## src/rtl/write_req_gen.sv

```systemverilog
// Write request generator: issues num_lines 64B writes with a seeded data pattern and
// tracks outstanding writes by snooping the B channel for its own ID prefix.
module write_req_gen #(
    parameter logic [3:0]  ID_PREFIX = 4'h0,
    parameter int unsigned MAX_OUT   = 16,
    parameter logic [5:0]  AWUSER    = 6'h0
) (
    input  logic         axi4_mm_clk,
    input  logic         axi4_mm_rst,
    input  logic         start,
    input  logic [63:0]  base_addr,
    input  logic [15:0]  num_lines,
    input  logic [31:0]  seed,
    output logic         busy,
    output logic         done,
    output logic         err,
    output logic         awvalid,
    input  logic         awready,
    output logic [63:0]  awaddr,
    output logic [11:0]  awid,
    output logic [5:0]   awuser,
    output logic         wvalid,
    input  logic         wready,
    output logic [511:0] wdata,
    output logic [63:0]  wstrb,
    output logic         wlast,
    input  logic         bvalid,
    input  logic [11:0]  bid,
    input  logic [1:0]   bresp
);

    typedef enum logic [1:0] {StIdle, StIssue, StDrain, StDone} state_e;

    localparam logic [4:0] MaxOut = 5'(MAX_OUT);

    state_e       state_q, state_d;
    logic [15:0]  num_q, num_d;
    logic [15:0]  issued_q, issued_d;
    logic [4:0]   out_q, out_d;
    logic [63:0]  addr_q, addr_d;
    logic [31:0]  word_q, word_d;
    logic         valid_q, valid_d;
    logic         err_q, err_d;
    logic         done_q, done_d;
    logic         accept;
    logic         cmpl;

    assign accept = valid_q & awready & wready;
    assign cmpl   = bvalid && (bid[11:8] == ID_PREFIX);

    always_comb begin
        state_d  = state_q;
        num_d    = num_q;
        issued_d = issued_q;
        out_d    = out_q;
        addr_d   = addr_q;
        word_d   = word_q;
        err_d    = err_q;
        done_d   = 1'b0;

        unique case (state_q)
            StIdle: begin
                if (start) begin
                    num_d    = num_lines;
                    issued_d = 16'd0;
                    addr_d   = base_addr;
                    word_d   = seed;
                    err_d    = 1'b0;
                    state_d  = (num_lines == 16'd0) ? StDone : StIssue;
                end
            end
            StIssue: begin
                if (accept) begin
                    issued_d = issued_q + 16'd1;
                    addr_d   = addr_q + 64'd64;
                    word_d   = word_q + 32'd1;
                    if (issued_d == num_q) begin
                        state_d = StDrain;
                    end
                end
            end
            StDrain: begin
                if (out_q == 5'd0) begin
                    state_d = StDone;
                end
            end
            StDone: begin
                done_d  = 1'b1;
                state_d = StIdle;
            end
            default: state_d = StIdle;
        endcase

        // Completion bookkeeping runs in every state so stray responses are flagged.
        if (cmpl && (bresp != 2'b00)) begin
            err_d = 1'b1;
        end
        case ({accept, cmpl})
            2'b10: out_d = out_q + 5'd1;
            2'b01: begin
                if (out_q == 5'd0) begin
                    err_d = 1'b1;
                end else begin
                    out_d = out_q - 5'd1;
                end
            end
            default: out_d = out_q;
        endcase

        valid_d = (state_d == StIssue) && (issued_d < num_d) && (out_d < MaxOut);
    end

    always_ff @(posedge axi4_mm_clk) begin
        if (axi4_mm_rst) begin
            state_q  <= StIdle;
            num_q    <= 16'd0;
            issued_q <= 16'd0;
            out_q    <= 5'd0;
            addr_q   <= 64'd0;
            word_q   <= 32'd0;
            valid_q  <= 1'b0;
            err_q    <= 1'b0;
            done_q   <= 1'b0;
        end else begin
            state_q  <= state_d;
            num_q    <= num_d;
            issued_q <= issued_d;
            out_q    <= out_d;
            addr_q   <= addr_d;
            word_q   <= word_d;
            valid_q  <= valid_d;
            err_q    <= err_d;
            done_q   <= done_d;
        end
    end

    assign busy    = (state_q != StIdle);
    assign done    = done_q;
    assign err     = err_q;
    assign awvalid = valid_q;
    assign wvalid  = valid_q;
    assign awaddr  = addr_q;
    assign awid    = {ID_PREFIX, issued_q[7:0]};
    assign awuser  = AWUSER;
    assign wdata   = {16{word_q}};
    assign wstrb   = '1;
    assign wlast   = 1'b1;

endmodule

```

## config.mk

```make
export PLATFORM = sky130hd
export DESIGN_NAME = write_req_gen
export DESIGN_NICKNAME = d
export VERILOG_FILES = /design/src/rtl/write_req_gen.sv
export SDC_FILE = /design/constraint.sdc
export NUM_CORES = 1
export LEC_CHECK = 0
export BUFFER_PORTS_ARGS = -buffer_cell sky130_fd_sc_hd__buf_4
export CORE_AREA = 4 4 305 307
export CTS_BUF_LIST = sky130_fd_sc_hd__clkbuf_8
export DETAILED_ROUTE_END_ITERATION = 16
export DIE_AREA = 0 0 309 311
export GPL_TIMING_DRIVEN = 0
export SYNTH_ARGS = -nofsm -noshare
export SYNTH_HDL_FRONTEND = slang
export SYNTH_SLANG_ARGS = --single-unit
```

## constraint.sdc

```tcl
create_clock -name axi4_mm_clk -period 8.9 [get_ports axi4_mm_clk]
set_input_delay 0 -clock axi4_mm_clk [delete_from_list [all_inputs] [get_ports axi4_mm_clk]]
set_output_delay 0 -clock axi4_mm_clk [all_outputs]
set_load 0.02 [all_outputs]
```

* After elaboration in Yosys (flattened, before gate mapping)
Cells that the tools add are included.
** Cells by class
- $add $sub $neg :: 5
- Reduce and logical (&&, ||, !) cells :: 12
- Eq/ne operators :: 9
- Mux-type cells :: 25
- Magnitude comparators :: 2
- Bitwise gates (word level) :: 2
** Operator list (number)
- $mux W64 :: 2
- $pmux W64 S2 :: 1
- $add A64 B7 Y64 const B :: 1
- $mux W16 :: 4
- $mux W32 :: 2
- $pmux W32 S2 :: 1
- $add A32 B1 Y32 const B :: 1
- $pmux W16 S2 :: 1
- $add A16 B1 Y16 const B :: 1
- $eq A16 B16 Y1 :: 1
- $logic_not A16 Y1 :: 1
- $lt A16 B16 Y1 :: 1
- $mux W2 :: 5
- $pmux W5 S2 :: 1
- $pmux W2 S4 :: 1
- $eq A2 B1 Y1 const B :: 3
- $eq A2 B2 Y1 const B :: 3
- $mux W1 :: 6
- $reduce_bool A2 Y1 :: 3
- $add A5 B1 Y5 const B :: 1
- $logic_not A5 Y1 :: 1
- $lt A5 B5 Y1 const B :: 1
- $mux W5 :: 1
- $sub A5 B1 Y5 const B :: 1
- 6 further kinds :: 11
** Word-level totals
- Bits in registers :: 138
- Logic and storage cells :: 64

* Logic depth before layout (Yosys ltp)
Gate-level depths: netlist of run 1.
- Depth in word-level cells :: 8
- Mapped depth :: 16
- Gate-level depth less buffers :: 15

* Worst setup path after synthesis of run 1
No wires, ideal clock.
- Path type :: flip-flop to flip-flop
- Start point :: register valid_q (netlist: awvalid)
- End point :: register valid_q (netlist: awvalid)
- Data required time :: 8830 ps
- Path slack :: 5991 ps
- Stages on the path, launching flop included :: 16
- Arrival time :: 2839 ps
- Buffers on the path :: 1
- Period minus slack after synthesis :: 2909 ps
- Cell sequence :: dfxtp_1 -> nand3_1 -> inv_1 -> nand2_1 -> a21oi_1 -> clkbuf_1 -> o21ai_0 -> a22o_1 -> ha_1 -> nand3_1 -> nor2_1 -> a211o_1 -> a21oi_1 -> o21ai_0 -> a211o_1 -> a21oi_1
** On the way
- Longest elaborated chain between the ends :: 7
** RTL lines
- from (decl) :: RTL line 42 : logic valid_q, valid_d;
- from (signal assigned) :: RTL line 131 : valid_q <= valid_d;
- $and A1 B1 Y1 (2 in a row) :: RTL line 48 : assign accept = valid_q & awready & wready;
- $mux W16 :: RTL line 73 : if (accept) begin
- $pmux W16 S2 :: RTL line 61 : unique case (state_q)
- net issued_d[10] :: RTL line 38 : logic [15:0] issued_q, issued_d;
- $lt A16 B16 Y1 :: RTL line 110 : valid_d = (state_d == StIssue) && (issued_d < num_d) && (out_d < MaxOut);
- $logic_and A1 B1 Y1 (2 in a row) :: RTL line 110
The timed path passes the listed nets, and every way through them passes these cells.
A chain may end at the register's enable or synchronous reset.

* Worst setup path in the final report of run 1
Same ends and word-level chain as after synthesis.

==> results.cfg, run 1 <==
[run_status]
status = finished, final reports clean

[clocking]
h-tree-depth = 4
cts.sinks = 138
path_clk_slew_ps = 100
clock_latency_ps = 580
clockBufferDepth = 2
post_cts_resized = 0
cts_root_buffer = clkbuf_8
numCtsBuffers = 17
cts_tree = done

[drt]
drc = 0
first_pass_iters = 6
routedWlPerCell_um = 20.7
vias_per_cell = 4.02
wl_mm = 79.9
vias = 15500
drtIter0Drc = 1410
drt.antenna.violating_nets = 0

[floorplan]
start_util_pct = 14.2
rows = 110
core_um2 = 90000
fp.dieH_um = 311
dieArea_um2 = 96100
ios = 796
die_w_um = 309

[timing]
layout_setup_ws_ps = 4330
skew_ps = 29.6
slew-limit-headroom_pct = 13.6
period_needed_ps = 4570
setup_viol = 0
finalSetupTns_ps = 0
tightest_slew_ps = 1300
hold_viol_final = 0
max_freq_mhz = 219
rsz0062_at_grt = false
fin_crit_sh_pct = 51.4
slew_violations = 0

[logic_synthesis]
synth_top_area_cell = buf_4
async_flop_share_pct = 0
synth_seq_area_share_pct = 21.7
synth_top_area_share_pct = 33.2
synth_edf_count = 0
netlist_area_um2 = 12700
syn_inst = 1734
synthFlopType = dfxtp_1
synth_area_leaders = buf_4 (33%), dfxtp_1 (22%), nor2_1 (4.4%)
ys_warn_count = 0
ys_types = 73
ys_ff_latch = 138
post_synth.cell_area_avg_um2 = 7.35

[global_route]
grt_usage_pct = 15.6
antenna_found_initial = 17
globalRouteOverflowTotal = 0
grt_pass1_wl_mm = 108
grt_pass1_vias = 13700
grt_start_max_net_pins = 24

[worst_setup_path]
rr_startpoint = awvalid
cp-start-kind = register
cp_data_required_time_ps = 9370
crit_top_cell = a21oi_1
crit_buf_inv = 2
cp_max_fo = 10
max_stage_delay_ps = 840
path_cells = nand3_1, inv_1, nand2_1, a21oi_1, clkbuf_1, o21ai_0, a22o_1, ha_1, nand3_1, nor2_1, a211o_1, a21oi_1, o21ai_0, a211o_1, a21oi_1
crit_type = reg2reg
crit_family = compound AO/OA/AOI/OAI gates
slowest_stage = a21oi_1
crit_arrival_ps = 5050
startpoint = awvalid
end_kind = register

[power_and_ir_drop]
leakage_nw = 10.6
peakVddDrop_mv = 0.0976
p_per_area_nw_per_um2 = 136
total_power_mw = 2.91

[place]
place.gp.congestion = 0.888
place_ws_ps = 4600
dpl.hpwl_mm = 64.3
dp_cells = 3696
numPortBuffers = 712

[finish]
layout_commonest_cell = buf_4
syn_to_final_growth_pct = 68.7
nFillCells = 10000
mostFrequentLayoutCells = buf_4 (1277), nor2_1 (148), dfxtp_1 (138), nand2_1 (130), dlygate4sd3_1 (119)
nNetsFinal = 2812
final_cells = 3860
drive_above_1_share_pct = 50.0

[hold_path]
hold_path_class = in2reg
hold_path.startpoint = bid[10]

[job]
maxCapViolations = 0
-- metrics by stage --
stage                     utilization, %  cell area (µm²)  hold WS [ps]
after floorplan                        -            13000           136
after global placement              22.0            19800           253
after detailed placement            22.1            19800           259
after CTS                           23.8            21400           110
after global routing                23.8            21500           202
final                               23.9            21500           156
-- sequential cells by signal, indices dropped and copies added (netlist names) --
signal,cells
err,1
state_q,2
done,1
awvalid,1
issued_q,16
word_q,32
out_q,5
num_q,16
awaddr,64
-- worst min-delay path, delay by kind of cell --
kind,cells,cell delay [ps]
fa+ha+maj,1,250
simple gates,4,240
compound gates,1,110
buf+inv,1,70
-- layer usage --
metal  vias to the layer above  part of all wire (%)  GRT usage, %
li1                       7232                     -             -
met1                      7271                    40          19.3
met2                       930                    47          25.7
met3                        91                    11          5.42
met4                         6                   2.2          4.13
met5                         -                 0.051             0
-- path summary, 6_finish.rpt --
check                           slack (ps)  cells after the start        end
worst max-delay path                  4330                     15    awvalid
worst min register to register         460                      2  awaddr[4]
worst min-delay path                   160                      7   out_q[1]
worst max register to register        4330                     15    awvalid
-- logic make-up after synthesis --
family                     count (synthesis)  share of synthesized area, %
muxes                                     19                          1.50
DFF                                      138                          21.7
and+or+nand+nor                          524                          20.0
buffers and inverters                    662                          36.3
AOI/OAI and AO/OA                        350                          17.2
adders and majority gates                 22                          2.16
xor gates and xnor gates                  17                          1.17
other                                      2                        0.0590
-- what timing repair did --
action | 4_1_cts | 5_1_grt
buffers inserted | 0 | 0
hold buffers | 119 | 0
endpoints found under the hold margin | 116 | 0
-- cell usage after synthesis, types with 16 or more instances --
| master | count |
|---|---|
| and3_1 | 32 |
| ha_1 | 22 |
| clkbuf_1 | 64 |
| nor2b_1 | 19 |
| nor3_1 | 45 |
| a211oi_1 | 30 |
| a31oi_1 | 21 |
| o22ai_1 | 16 |
| nand3_1 | 50 |
| nor2_1 | 148 |
| nor4_1 | 16 |
| mux2i_1 | 18 |
| a21oi_1 | 109 |
| inv_1 | 17 |
| o21ai_0 | 80 |
| dfxtp_1 | 138 |
| buf_4 | 564 |
| nand2_1 | 130 |
| nand4_1 | 25 |
-- layout make-up --
type	instances	area [µm²]	share of cell area, %
inverter	17	63.8	0.297
clock inverter	15	176	0.821
buffer	645	4560	21.2
timing repair buffer	832	6540	30.5
clock buffer	17	234	1.09
multi-input combinational	1007	5640	26.2
tap	1176	1470	6.85
antenna	13	32.5	0.151
sequential	138	2760	12.9
-- where the power goes --
group	switching, mW	internal (mW)
Clock	0.362	0.215
Sequential	0.141	0.664
Combinational	0.811	0.721
No activity file was read; power rests on OpenSTA's default activity.
==> run 2, diff against run 1 <==
- CORE_AREA: 4 4 305 307 -> 4 4 309 311
- DIE_AREA: 0 0 309 311 -> 0 0 313 315
- clock period: 8.9 -> 4.7 ns (I/O delays scaled with it)
==> results.cfg, run 2 (synthesis gave the netlist of run 1 again) <==
[run_status]
status = finished, final reports clean

[floorplan]
dieArea_um2 = 98600
rows = 112
ios = 796
core_um2 = 92800
fp.dieH_um = 315
die_w_um = 313
start_util_pct = 13.7

[global_route]
grt_start_max_net_pins = 24
grt_pass1_vias = 13700
grt_usage_pct = 15.2
globalRouteOverflowTotal = 0
antenna_found_initial = 17
grt_pass1_wl_mm = 107

[power_and_ir_drop]
intPower_mw = 3.12
clkPwrFrac_pct = 20.4
peakVddDrop_mv = 0.253
p_per_area_nw_per_um2 = 258
switching_share_pct = 43.9
switchingPower_mw = 2.44
leakage_nw = 10.6
power_frac_comb_pct = 52.2
power_frac_seq_pct = 27.3

[clocking]
cts.sinks = 138
cts_tree = done
cts_root_buffer = clkbuf_8
ctsHoldBuffers = 118
post_cts_resized = 0
h-tree-depth = 4
clock_latency_ps = 590
clockBufferDepth = 2
numCtsBuffers = 17
cts_setup_buffers = 0
path_clk_slew_ps = 90

[worst_setup_path]
crit_arrival_ps = 4950
startpoint = awvalid
cp-endpoint = awvalid
rrSetupSlack_ps = 250
rr_endpoint = awvalid
rr_worst_depth = 16
rr_startpoint = awvalid
cp-start-kind = register
end_kind = register
cp_max_fo = 10
crit_type = reg2reg
cp_data_required_time_ps = 5190

[finish]
largest_reg_flops = 64
nNetsFinal = 2811
final_cells = 3936
drive_above_1_share_pct = 50.0
layout_commonest_cell = buf_4
mostFrequentLayoutCells = buf_4 (1277), nor2_1 (148), dfxtp_1 (138), nand2_1 (130), dlygate4sd3_1 (118)
syn_to_final_growth_pct = 69.3

[drt]
drt.antenna.violating_nets = 0
vias_per_cell = 3.92
drtIter0Drc = 1448
vias = 15400
first_pass_iters = 6
drc = 0
routedWlPerCell_um = 20.1
wl_mm = 79.2

[timing]
slew_violations = 0
fin_crit_sh_pct = 94.8
rsz0062_at_grt = false
max_freq_mhz = 225
tightest_slew_ps = 1350
setup_viol = 0
slew-limit-headroom_pct = 10.2
hold_viol_final = 0
skew_ps = 32.2
finalSetupTns_ps = 0
period_needed_ps = 4450

[place]
numPortBuffers = 712
dpl.hpwl_mm = 63.4
dp_cells = 3774
place.gp.congestion = 0.868

[hold_path]
hold_path_class = in2reg

[job]
maxCapViolations = 0
[run 2: cell count changes in the layout (fill, tap and decap cells not counted)]
cell / before / now
clkinv_8: 4 / 0
inv_6: 2 / 4
clkinvlp_4: 0 / 2
dlygate4sd3_1: 119 / 118
inv_1: 17 / 18
inv_8: 6 / 2
clkbuf_8: 17 / 18
diode_2: 13 / 12
bufinv_16: 0 / 2
[run 2: area by class of cell]
class | count | area (µm²)
fill | 10400 | 71200
tap | 1254 | 1570
buffer | 645 | 4560
antenna | 12 | 30.0
timing repair buffer | 831 | 6530
clock buffer | 18 | 248
sequential | 138 | 2760
multi-input combinational | 1007 | 5640
clock inverter | 14 | 163
inverter | 17 | 63.8
[run 2: worst min-delay path by stage]
stage	from	endpoint	slack (ps)	cells after the start
after floorplan	base_addr[0]	awaddr[0]	140	2
after global placement	base_addr[3]	awaddr[3]	250	3
after detailed placement	base_addr[0]	awaddr[0]	260	3
after CTS	bvalid	out_q[3]	100	6
after global routing	awready	state_q[0]	190	6
final	bvalid	out_q[3]	140	6
[run 2: per-stage QoR]
stage               setup WS, ps  cell area (µm²)  hold WS (ps)  total power, mW  util (%)
finish                       246            21600           144             5.56      23.2
detailed placement           489            19900           260             4.35      21.5
global route                12.6            21500           193             5.80      23.2
global placement             410            19900           253             4.34      21.5
floorplan                   1790            13000           136             3.07         -
CTS                          432            21500          99.1             5.59      23.2
[run 2: power groups by stage]
stage	Clock, mW	Sequential, mW	Combinational [mW]
4_1_cts	1.15	1.53	2.91
6_report	1.13	1.52	2.90
2_1_floorplan	0	1.53	1.53
3_3_place_gp	0	1.54	2.79
3_5_place_dp	0	1.55	2.80
5_1_grt	1.19	1.55	3.06
[run 2: routing by layer]
layer / vias up / GRT usage (%) / wire (µm)
li1: 7224 / - / -
met1: 7196 / 18.9 / 31400
met2: 895 / 24.6 / 37100
met3: 96 / 6.21 / 9470
met4: 6 / 3.36 / 1180
met5: - / 0 / 38
[run 2: critical path: stages (launching register included)]
cell and delay (ps):
dfxtp_1 390, nand3_1 240, inv_1 240, nand2_1 100
a21oi_1 760, clkbuf_1 700, o21ai_0 190, nand2_1 110
o21ai_0 120, ha_1 320, a21oi_1 160, nor2_1 70
a211o_1 260, a21oi_1 180, o21ai_0 130, a211o_1 240
a21oi_1 160
